--- src/rtl/vga_timing_gen.sv ---
// 640x480@60 VGA raster timing: pixel-rate divider, x/y counters, sync decode and a
// registered output stage that keeps blanked colour and sync aligned on the pins.
module vga_timing_gen #(
   parameter int CLK_DIV         = 2,
   parameter int H_VISIBLE       = 640,
   parameter int H_FRONT         = 16,
   parameter int H_SYNC          = 96,
   parameter int H_BACK          = 48,
   parameter int V_VISIBLE       = 480,
   parameter int V_FRONT         = 10,
   parameter int V_SYNC          = 2,
   parameter int V_BACK          = 33,
   parameter int SYNC_ACTIVE_LOW = 1
) (
   input  logic       clk,
   input  logic       rst_n,
   output logic [9:0] x,
   output logic [9:0] y,
   output logic       pixel_on,
   output logic       pix_tick,
   output logic       frame_start,
   input  logic       red_in,
   input  logic       green_in,
   input  logic       blue_in,
   output logic       vga_r,
   output logic       vga_g,
   output logic       vga_b,
   output logic       vga_hs,
   output logic       vga_vs
);

   localparam int H_TOTAL = H_VISIBLE + H_FRONT + H_SYNC + H_BACK;
   localparam int V_TOTAL = V_VISIBLE + V_FRONT + V_SYNC + V_BACK;

   localparam logic [3:0] DIV_LAST = 4'(CLK_DIV - 1);
   localparam logic [9:0] H_LAST   = 10'(H_TOTAL - 1);
   localparam logic [9:0] V_LAST   = 10'(V_TOTAL - 1);
   localparam logic [9:0] H_VIS    = 10'(H_VISIBLE);
   localparam logic [9:0] V_VIS    = 10'(V_VISIBLE);
   localparam logic [9:0] HS_START = 10'(H_VISIBLE + H_FRONT);
   localparam logic [9:0] HS_STOP  = 10'(H_VISIBLE + H_FRONT + H_SYNC);
   localparam logic [9:0] VS_START = 10'(V_VISIBLE + V_FRONT);
   localparam logic [9:0] VS_STOP  = 10'(V_VISIBLE + V_FRONT + V_SYNC);
   localparam logic       SYNC_OFF = (SYNC_ACTIVE_LOW != 0);
   localparam logic       SYNC_ON  = ~SYNC_OFF;

   logic [3:0] div_reg, div_next;
   logic [9:0] x_reg, x_next;
   logic [9:0] y_reg, y_next;
   logic       hs_reg, vs_reg;
   logic       hs_raw, vs_raw;
   logic       tick_int;
   logic [2:0] rgb_in;
   logic [2:0] rgb_reg;

   // Internal tick drives the state; the port copy is also forced low while in reset,
   // which matters for CLK_DIV=1 where the divider compare is always true.
   assign tick_int    = (div_reg == DIV_LAST);
   assign pix_tick    = tick_int & rst_n;
   assign x           = x_reg;
   assign y           = y_reg;
   assign pixel_on    = (x_reg < H_VIS) && (y_reg < V_VIS);
   assign frame_start = pix_tick && (x_reg == H_LAST) && (y_reg == V_LAST);
   assign hs_raw      = ((x_reg >= HS_START) && (x_reg < HS_STOP)) ? SYNC_ON : SYNC_OFF;
   assign vs_raw      = ((y_reg >= VS_START) && (y_reg < VS_STOP)) ? SYNC_ON : SYNC_OFF;

   always_comb begin
      div_next = div_reg + 4'd1;
      x_next   = x_reg;
      y_next   = y_reg;
      if (tick_int) begin
         div_next = 4'd0;
         if (x_reg == H_LAST) begin
            x_next = 10'd0;
            y_next = (y_reg == V_LAST) ? 10'd0 : y_reg + 10'd1;
         end else begin
            x_next = x_reg + 10'd1;
         end
      end
   end

   always_ff @(posedge clk or negedge rst_n) begin
      if (!rst_n) begin
         div_reg <= 4'd0;
         x_reg   <= 10'd0;
         y_reg   <= 10'd0;
         hs_reg  <= SYNC_OFF;
         vs_reg  <= SYNC_OFF;
      end else begin
         div_reg <= div_next;
         x_reg   <= x_next;
         y_reg   <= y_next;
         if (tick_int) begin
            hs_reg <= hs_raw;
            vs_reg <= vs_raw;
         end
      end
   end

   // Colour is blanked against the same x/y that the sync stage samples, so both
   // leave the block exactly one pixel behind the counters.
   assign rgb_in = {red_in, green_in, blue_in};

   genvar gi;
   generate
      for (gi = 0; gi < 3; gi++) begin : g_colour
         logic chan_reg;
         always_ff @(posedge clk or negedge rst_n) begin
            if (!rst_n) begin
               chan_reg <= 1'b0;
            end else if (tick_int) begin
               chan_reg <= rgb_in[gi] & pixel_on;
            end
         end
         assign rgb_reg[gi] = chan_reg;
      end
   endgenerate

   assign vga_r  = rgb_reg[2];
   assign vga_g  = rgb_reg[1];
   assign vga_b  = rgb_reg[0];
   assign vga_hs = hs_reg;
   assign vga_vs = vs_reg;

endmodule

--- config.mk ---
export PLATFORM = sky130hd
export DESIGN_NAME = vga_timing_gen
export DESIGN_NICKNAME = d
export VERILOG_FILES = /design/src/rtl/vga_timing_gen.sv
export SDC_FILE = /design/constraint.sdc
export NUM_CORES = 1
export LEC_CHECK = 0
export ABC_AREA = 1
export BUFFER_PORTS_ARGS = -buffer_cell sky130_fd_sc_hd__buf_2
export CAP_MARGIN = 20
export CORE_UTILIZATION = 50
export CTS_BUF_LIST = sky130_fd_sc_hd__clkbuf_8 sky130_fd_sc_hd__clkbuf_16
export DETAILED_ROUTE_END_ITERATION = 8
export HOLD_SLACK_MARGIN = 0.1
export PLACE_DENSITY = 0.81
export SYNTH_ARGS = -nofsm -noshare
export SYNTH_HDL_FRONTEND = slang
export SYNTH_SLANG_ARGS = --single-unit
--- constraint.sdc ---
create_clock -name clk -period 1.5 [get_ports clk]
set_input_delay 0.225 -clock clk [delete_from_list [all_inputs] [get_ports clk]]
set_output_delay 0.225 -clock clk [all_outputs]
set_load 0.02 [all_outputs]
# Word level (Yosys, flattened, before mapping)
# Index checks and enable logic that the tools add are counted.
# W data, S select, Z words.
word_totals:
  memories: 0
  romBits: 0
  ram_bits: 0
  input_bits: 5
  regBits: 29
  latch_bits: 0
  elab_cells: 35
classes:
  eq_ne: 3
  shifts: 0
  n_bitwise: 4
  div: 0
  n_mul: 0
  order_cmp: 6
  n_mux: 5
  addsub: 3
  n_reduce_logical: 6
op_table:
  columns: ["cell", "count"]
  rows:
  - ["$add A10 B1 Y10 const B", 2]
  - ["$eq A10 B10 Y1 const B", 2]
  - ["$lt A10 B10 Y1 const B", 2]
  - ["$lt A10 B9 Y1 const B", 2]
  - ["$mux W10", 2]
  - ["$ge A10 B10 Y1 const B", 1]
  - ["$ge A10 B9 Y1 const B", 1]
  - ["$logic_and A1 B1 Y1", 5]
  - ["$add A4 B1 Y4 const B", 1]
  - ["$and A1 B1 Y1", 4]
  - ["$eq A4 B1 Y1 const B", 1]
  - ["$mux W4", 1]
  - ["$mux W1", 2]
  - ["$reduce_and A2 Y1", 1]

# Logic depth before layout (Yosys ltp)
# Gate-level depths: netlist (run 1).
depth:
  ltp_word: 4
  ltp_mapped: 9

# Least setup slack after synthesis (run 1)
# No wires, ideal clock.
synth_timing:
  kind: "reg2out"
  from: "register y_reg[0], in the netlist y[0]"
  to: "output frame_start"
  path_buffers: 0
  t_arrival_ns: 1.427
  stages_incl_launch_ff: 7
  slack_ns: -0.152
  required_ns: 1.275
  path_cell_list: "dfrtp_1 -> inv_1 -> ha_1 -> nand2_1 -> nor2_1 -> nand3_1 -> nor3b_2"
synth_between:
  elab_chain_cells: 2
synth_rtl:
  columns: ["item", "line_no", "source"]
  rows:
  - ["start: declaration", "49", "logic [9:0] y_reg, y_next;"]
  - ["start signal: assignment", "92", "y_reg <= y_next;"]
  - ["$eq A10 B10 Y1", "63", "assign frame_start = pix_tick && (x_reg == H_LAST) && (y_reg == V_LAST);"]
  - ["$logic_and A1 B1 Y1", "63", null]
  - ["end: declaration", "21", "output logic frame_start,"]
# No other way between the ends.

# Worst setup path after layout (run 1)
# Ends and elaborated chain as after synthesis.

==> key figures, run 1 <==
Outcome
  • Status: finished, violations left
  • Failing checks: negative setup slack

Timing
  • Period utilization: 116%
  • Final hold vios: 0
  • Worst Skew: 0.00408 ns
  • Worst Tran Pin Value: 0.388 ns
  • Final setup viols: 7
  • Max Clock Freq: 0.574 GHz
  • Final TNS setup: -0.436 ns
  • Slew headroom: 74.2%
  • Hold_ws: 0.193 ns
  • Setup WS post-layout: -0.241 ns
  • RSZ-0062 raised after global routing: yes
  • Max Slew Vio Count: 0
  • Crit path time final: 1.74 ns

Power and ir drop
  • Combinational power share: 3.1%
  • Peak VDD IR: 0.475 mV
  • Leak Pwr: 1.24 nW
  • Pint: between 1 and 1.5 mW
  • Total power: 1.45 mW
  • Sequential share of power: 54.6%
  • Sw Pwr: 0.330 mW
  • Clock power frac: 42.3%
  • Switching Fraction: 22.9%
  • Power Density: 602 nW/um^2

Global route
  • Vias in the first global route: 1585
  • GRT Total Usage: 26.2%
  • First-pass GRT wire length: ~7000 um
  • Initial antenna violation count: 0
  • Largest net degree at the start of global routing: 30
  • Aggregate global routing overflow: 0

Setup path
  • CP Data Required Time: 1.27 ns
  • Reg2reg path depth: 10
  • Critical path class: flop to output pin
  • R2R Setup Slk: -0.05 ns
  • Maximum fanout along the worst path: 2
  • Worst reg2reg path endpoint: y[1]$_DFFE_PN0P_
  • FF-to-FF Start: y[0]$_DFFE_PN0P_
  • Crit start category: flop
  • CP arrival: between 1.5 and 2 ns
  • CP endpoint kind: output pin

Yosys
  • Top cells by count, synth: nand2_1, dfrtp_1, inv_1, nand3_1, nor2_1
  • Synth Warn #: 0
  • Register area share after synthesis: 42.5%
  • Synth top area cells: dfrtp_1, nand2_1, nand3_1
  • Dominant cell type by area after synthesis: dfrtp_1
  • Cells after synthesis: 213
  • Synth cell types: 30
  • Flops & latches, synth: 29
  • Mapped Area: approximately 1700 um^2
  • Post-synth EDFFs: 0
  • Mapped Avg Cell Area: 8.05 um^2
  • Main flop type after synthesis: dfrtp_1
  • Top cell type's share of synthesized area: just under 40%
  • Post-synth ARST share: 100%
  • Syn_nets: 222
  • Count leader, synth: nand2_1

Floorplanning
  • Die X: 60.6 um
  • Num ports: 33
  • Core Area: 3150 um^2
  • Row cnt: 20
  • Die area: 3670 um^2
  • Initial Util: 54.4%
  • Die height: 60.6 um

Routing
  • Detail Route Antenna Nets: 0
  • Vias/cell: 5.05
  • Vias: about 1.7k
  • # DRC: 0
  • WL/cell: 12.5 um
  • DR iter-0 viols: 55
  • DRT Wirelength: 4190 um
  • DR pass1 iterations: 4

Placed design
  • Port bufs: 32
  • DP HPWL: 2830 um
  • DP Area: 2130 um^2
  • DP Worst Slack: between 0.003 and 0.004 ns
  • Placer Congestion: 0.811
  • Placed insts: 315

Layout
  • Ant. Diodes: 0
  • Post-route cell area: 2400 um^2
  • Share of cells above drive strength 1: 44.0%
  • Fin cells: 335
  • Layout net count: 299
  • Final core area utilization: 76.2%
  • Synth-to-layout area growth: 40.1%

Hold path
  • Hold Crit Endpoint: vga_r$_DFFE_PN0N_
  • Worst Hold Depth: 3
  • Hold Crit Class: primary input to flop
  • Hold path start: red_in

Clock network
  • CTS Buffer Depth: 2
  • Later-pin clock latency in the skew report: 0.29 ns
  • CTS tree: built
  • Clk root buf: clkbuf_8
  • CTS sink count: 29
  • Clock slew at reported path FFs: 0.06 ns
  • CTS H-tree lvls: 2
  • Num CTS Buffers: 5

Run
  • Max Cap Viol: 0
## cell families after synthesis
family | after synthesis | share of synthesized area (%)
compound gates | 21 | 6.79
xor+xnor | 8 | 4.09
fa+ha+maj | 4 | 2.92
buf+inv | 31 | 8.10
flops | 29 | 42.5
simple gates | 120 | 35.6
## critical path, cell delays in order (launching register included)
cell and delay (ns):
dfrtp_2 0.41, inv_2 0.09, ha_4 0.14, nand2_2 0.04, nor2_2 0.08, nand3_2 0.11, nor3b_4 0.22, buf_6 0.14
## area by class of cell
cell class                      count  area (um^2)
Multi-Input combinational cell    153          923
Tap cell                           44         55.1
Fill cell                         236          752
Sequential cell                    29          736
Timing Repair Buffer               73          497
Clock inverter                      3         13.8
Inverter                           28          108
Clock buffer                        5         68.8
## cells in the final DEF, fill, tap and decap left out, types with 6 or more instances in the layout
master and instances:
buf_2 29, buf_4 38, dfrtp_1 21, dfrtp_2 6, inv_1 20, inv_2 7
nand2_1 49, nand2_2 9, nand3_1 16, nand4_1 7, nor2_1 12, o21ai_1 12
## layer usage
metal  wire length [um]  share of wire (%)  track usage [%]  vias to the layer above
met1               1900                 45             32.5                      793
met3                203                4.8             7.68                       10
met4                 97                2.3             16.2                        0
met2               2000                 48             40.3                       50
li1                   -                  -                -                      840
met5                  0                  0                0                        -
## power by group through the flow
stage / combinational (mW) / clock, mW / sequential (mW)
finish: 0.0454 / 0.611 / 0.789
global route: 0.0510 / 0.661 / 0.789
CTS: 0.0451 / 0.633 / 0.789
detailed placement: 0.0428 / 0 / 0.803
global placement: 0.0423 / 0 / 0.802
floorplan: 0.00789 / 0 / 0.808
## timing repair
action | 4_1_cts | 5_1_grt
endpoints found under the setup margin | 3 | 14
pin swaps | 7 | 6
setup buffers | 9 | 2
hold buffers | 1 | 0
hold endpoints to repair | 27 | 0
gates cloned | 0 | 0
resized for setup | 14 | 17
## worst max path at each step
| stage | from | to | slack [ns] | cells past startpoint |
|---|---|---|---|---|
| CTS | y[1]$_DFFE_PN0P_ | frame_start | -0.27 | 7 |
| global placement | y[0]$_DFFE_PN0P_ | frame_start | 0.06 | 7 |
| floorplan | y[0]$_DFFE_PN0P_ | frame_start | -0.03 | 6 |
| detailed placement | y[0]$_DFFE_PN0P_ | frame_start | 0.003 | 7 |
| global route | y[0]$_DFFE_PN0P_ | frame_start | -0.34 | 7 |
| finish | y[0]$_DFFE_PN0P_ | frame_start | -0.24 | 7 |
Note: power is estimated with default switching activity, not from simulation.
==> inputs of run 2 (changes only) <==
Settings changed: CTS_CLUSTER_DIAMETER set to 150, PLACE_DENSITY 0.81 to 0.85.
Clock period 1.5 ns to 2 ns, I/O delays scaled along.
==> run 2 against run 1 <==
- the run now ends clean
- flip-flop and latch count unchanged
- sequential power fell by 25%
- highest routed layer unchanged
- routed wire length down 15%
- count of clock-buffer cells in the layout rose by 1
- final cell count down 10%
- sequential share of layout area is 4.6 points higher
- total power down 13%
- clock skew up 0.00050 ns
- setup slack better by 0.36 ns
- first-iteration DRC count rose by 22%
==> key figures, run 2 (synthesized netlist as in run 1, its figures left out) <==
Outcome
  • Status: completed

Clock network
  • Clk root buf: clkbuf_8
  • Later-pin clock latency in the skew report: 0.28 ns
  • CTS sink count: 29
  • Clock slew at reported path FFs: 0.06 ns
  • CTS H-tree lvls: 2
  • CTS tree: built
  • CTS Buffer Depth: 2
  • Num CTS Buffers: 5

Routing
  • DR pass1 iterations: 4
  • WL/cell: 11.9 um
  • # DRC: 0
  • Vias: 1513
  • DRT Wirelength: between 3000 and 4000 um
  • Vias/cell: 5.04
  • Detail Route Antenna Nets: 0
  • DR iter-0 viols: 67

Floorplanning
  • Initial Util: 54.4%
  • Row cnt: 20
  • Die X: 60.6 um
  • Die area: 3670 um^2
  • Die height: 60.6 um
  • Num ports: 33
  • Core Area: ~3200 um^2

Setup path
  • Reg2reg path depth: 7
  • Bufs and invs on worst path: 2
  • Cell Chain, Critical Path: ha_1 > inv_2 > nor2_8 > nand2_2 > nor2_1 > nor3b_2 > buf_4
  • CP endpoint kind: output pin
  • Critical path class: flop to output pin
  • Crit start category: flop
  • Maximum fanout along the worst path: 6
  • Critical path depth: 7
  • Delay-heaviest family, CP: simple AND/OR/NAND/NOR gates
  • CP arrival: between 1.5 and 2 ns
  • Critical path's slowest cell: dfrtp_1
  • Critical path's largest stage delay: 0.40 ns
  • CP Data Required Time: 1.70 ns

Global route
  • Aggregate global routing overflow: 0
  • Initial antenna violation count: 0
  • Largest net degree at the start of global routing: 30
  • GRT Total Usage: 21.5%
  • First-pass GRT wire length: 5750 um
  • Vias in the first global route: 1324

Hold path
  • Hold Crit Class: primary input to flop
  • Worst Hold Depth: 3

Power and ir drop
  • Switching Fraction: 20.0%
  • Peak VDD IR: about 0.44 mV
  • Sw Pwr: 0.251 mW
  • Leak Pwr: 1.04 nW
  • Combinational power share: 2.5%
  • Power Density: 607 nW/um^2
  • Pint: 1.00 mW
  • Clock power frac: about half
  • Sequential share of power: 47.1%

Placed design
  • DP Worst Slack: roughly 0.38 ns
  • Port bufs: 32
  • DP HPWL: 2670 um
  • Placer Congestion: approximately 0.87

Layout
  • Layout net count: 264
  • Ant. Diodes: 0
  • Commonest non-fill, non-tap cell in the layout: nand2_1
  • Share of cells above drive strength 1: 28.1%
  • Synth-to-layout area growth: 20.6%
  • Most frequent cells in the layout: nand2_1, buf_2, dfrtp_1

Timing
  • Final setup viols: 0
  • Worst Tran Pin Value: 0.363 ns
  • Max Slew Vio Count: 0
  • RSZ-0062 raised after global routing: no
  • Crit path time final: 1.88 ns
  • Final hold vios: 0
  • Final TNS setup: 0 ns
  • Max Clock Freq: 0.531 GHz
  • Period utilization: 94.1%
  • Worst Skew: approximately 0.0046 ns
  • Setup WS post-layout: 0.118 ns
  • Slew headroom: roughly three quarters

Run
  • Max Cap Viol: 0
==> run 2: changes by cell type in the layout (fill, tap and decap cells not counted), sizes merged <==
cell and delta:
clkbuf +1, clkinv -2, inv -1, bufinv +1, clkinvlp +1, buf -35
==> run 2: what timing repair did <==
action | 4_1_cts | 5_1_grt
setup endpoints to repair | 0 | 1
gates resized for setup | 0 | 2
buffers inserted | 0 | 1
hold endpoints to repair | 27 | 0
hold buffers | 1 | 0
==> run 2: path summary, 6_finish.rpt <==
path,from,endpoint,slack [ns]
setup / recovery,x[0]$_DFFE_PN0N_,frame_start,0.12
hold reg to reg,vga_g$_DFFE_PN0N_,vga_g$_DFFE_PN0N_,0.50
max in group asynchronous,rst_n,vga_vs$_DFFE_PN1N_,1.13
setup reg to reg,x[0]$_DFFE_PN0N_,x[3]$_DFFE_PN0N_,0.38
min in group asynchronous,rst_n,y[2]$_DFFE_PN0P_,0.56
hold / removal,red_in,vga_r$_DFFE_PN0N_,0.26
==> run 2: cell type report <==
class,count,area (um^2)
Tap cell,44,55.1
Sequential cell,29,729
Multi-Input combinational cell,153,847
Timing Repair Buffer,38,210
Fill cell,284,1090
Clock buffer,6,82.6
Inverter,28,105
Clock inverter,2,37.5
==> run 2: worst min-delay path, delay by kind of cell <==
kind                   cells  cell delay (ns)
and+or+nand+nor            1             0.05
AOI/OAI and AO/OA          1             0.06
buffers and inverters      1             0.10
==> run 2: power by group through the flow <==
stage | Clock, mW | Combinational, mW | Sequential, mW
floorplan | 0 | 0.00554 | 0.606
global placement | 0 | 0.0318 | 0.602
detailed placement | 0 | 0.0318 | 0.602
CTS | 0.646 | 0.0331 | 0.592
global route | 0.673 | 0.0365 | 0.592
finish | 0.631 | 0.0320 | 0.592
==> run 2: metrics by stage <==
| stage | hold WS (ns) | std cells | power, mW | area, um^2 | util [%] |
|---|---|---|---|---|---|
| floorplan | 0.00441 | 213 | 0.612 | 1710 | - |
| finish | 0.265 | 300 | 1.26 | 2070 | 65.6 |
| CTS | 0.253 | 299 | 1.27 | 2060 | 65.2 |
| global placement | 0.343 | 290 | 0.634 | 1930 | 61.1 |
| detailed placement | 0.345 | 290 | 0.634 | 1930 | 61.1 |
| global route | 0.266 | 300 | 1.30 | 2070 | 65.6 |
==> run 2: per-layer routing <==
layer | routed length, um | up-vias | global-route usage, %
met5 | 0 | - | 0
met4 | 57 | 0 | 9.09
met3 | 143 | 6 | 5.97
met2 | 1650 | 34 | 33.0
met1 | 1720 | 707 | 28.6
li1 | - | 766 | -
==> inputs of run 3 (changes only) <==
Settings changed: BUFFER_PORTS_ARGS -buffer_cell sky130_fd_sc_hd__buf_2 to unset, DONT_BUFFER_PORTS set to 1, PLACE_DENSITY 0.85 to 0.77.
==> run 3 against run 2 <==
- setup slack got worse by 0.0042 ns
- register-to-register slack gained 0.19 ns
- clock power decreased by 22%
- flip-flop and latch count did not move
- global-route usage grew 1.6 points
- final cell count decreased by 6.7%
- core utilization is 2.7 points lower
- largest cell class unchanged
- largest power group is now registers
==> key figures, run 3 (synthesized netlist as in run 1, its figures left out) <==
Outcome
  • Status: completed

Timing
  • Max Slew Vio Count: 0
  • Slew headroom: between 70% and 80%
  • Final hold vios: 0
  • Setup WS post-layout: 0.113 ns
  • Max Clock Freq: 0.530 GHz
  • Worst Skew: 0.00235 ns
  • Period utilization: roughly 94%
  • Crit path time final: 1.89 ns
  • RSZ-0062 raised after global routing: no
  • Final setup viols: 0
  • Worst Tran Pin Value: 0.420 ns
  • Final TNS setup: 0 ns
  • Hold_ws: 0.149 ns

Floorplanning
  • Die height: 60.6 um
  • Num ports: 33
  • Core Area: 3150 um^2
  • Row cnt: 20
  • Die X: 60.6 um
  • Initial Util: 54.4%
  • Die area: 3670 um^2

Setup path
  • R2R Setup Slk: around 0.57 ns
  • CP arrival: 1.59 ns
  • Crit start category: flop
  • CP Data Required Time: around 1.7 ns
  • Maximum fanout along the worst path: 4
  • Critical path class: flop to output pin
  • CP endpoint kind: output pin

Layout
  • Commonest non-fill, non-tap cell in the layout: nand2_1
  • Final core area utilization: approximately 63%
  • Ant. Diodes: 0
  • Layout net count: 244
  • Synth-to-layout area growth: 15.7%
  • Share of cells above drive strength 1: 24.6%
  • Fin cells: between 200 and 300
  • Most frequent cells in the layout: nand2_1, dfrtp_1, inv_1
  • Post-route cell area: 1980 um^2

Clock network
  • CTS sink count: 29
  • CTS tree: built
  • Clock slew at reported path FFs: around 0.07 ns
  • CTS H-tree lvls: 2
  • Clk root buf: clkbuf_8
  • Num CTS Buffers: 5
  • CTS Buffer Depth: 2
  • Later-pin clock latency in the skew report: 0.29 ns

Placed design
  • DP Worst Slack: 0.352 ns
  • DP HPWL: 2630 um
  • DP Area: 1860 um^2
  • Placer Congestion: 0.866
  • Port bufs: 0
  • Placed insts: 270

Run
  • Max Cap Viol: 0

Routing
  • Vias/cell: 5.18
  • DRT Wirelength: ~3600 um
  • # DRC: 0
  • Detail Route Antenna Nets: 0
  • Vias: about 1.4k
  • DR pass1 iterations: 7
  • WL/cell: 12.7 um
  • DR iter-0 viols: 83

Global route
  • GRT Total Usage: 23.1%
  • Initial antenna violation count: 0
  • Vias in the first global route: 1342
  • Aggregate global routing overflow: 0
  • First-pass GRT wire length: 6070 um
  • Largest net degree at the start of global routing: 30

Power and ir drop
  • Power Density: 562 nW/um^2
  • Leak Pwr: roughly 0.93 nW
  • Total power: 1.11 mW
  • Peak VDD IR: 0.552 mV

Hold path
  • Hold Crit Class: primary input to flop
-- run 3: cell count changes in the layout (fill, tap and decap cells not counted) --
cell        before  now
bufinv_16        1    0
buf_4            6   16
dfrtp_2          1    5
clkbuf_8         6    5
buf_2           31    0
clkinvlp_4       1    3
inv_2            5    7
inv_1           22   20
buf_12           0    1
dfrtp_1         26   22
-- run 3: repair_timing --
item,CTS,global route
setup endpoints to repair,0,2
buffers inserted,0,0
endpoints found under the hold margin,29,0
gates resized for setup,0,7
hold buffers,2,0
-- run 3: area by class of cell --
class,count,area [um^2]
clock inverters,3,22.5
fillers,294,1170
well taps,44,55.1
flip-flops and latches,29,734
clock buffers,5,68.8
multi-input cells,153,847
repair buffers,18,150
inverters,28,105
-- run 3: critical path, cell delays in order, from the launching register on --
cell	delay [ns]
dfrtp_1	0.50
inv_1	0.15
nor3_1	0.14
nand3_1	0.14
nor3b_2	0.20
buf_4	0.17
-- run 3: path summary, 6_finish.rpt --
kind	from	endpoint	cells past startpoint
min in group asynchronous	rst_n	vga_g$_DFFE_PN0N_	2
max	y[9]$_DFFE_PN0P_	frame_start	5
max reg2reg	x[5]$_DFFE_PN0N_	y[0]$_DFFE_PN0P_	8
min reg2reg	div_reg[0]$_DFF_PN0_	div_reg[0]$_DFF_PN0_	1
max in group asynchronous	rst_n	vga_vs$_DFFE_PN1N_	2
min	red_in	vga_r$_DFFE_PN0N_	2
-- run 3: where the power goes --
part           switching [mW]  leakage (nW)  internal [mW]
sequential            0.00616         0.369          0.590
clock                   0.252        0.0364          0.243
combinational          0.0156         0.528        0.00759
-- run 3: metal layers --
layer	routed length, um	share of wire (%)	vias to the layer above	global-route usage, %
li1	-	-	734	-
met1	1640	46	667	30.1
met2	1640	46	38	35.2
met3	205	5.8	10	5.97
met4	84	2.4	0	12.3
met5	0	0	-	0
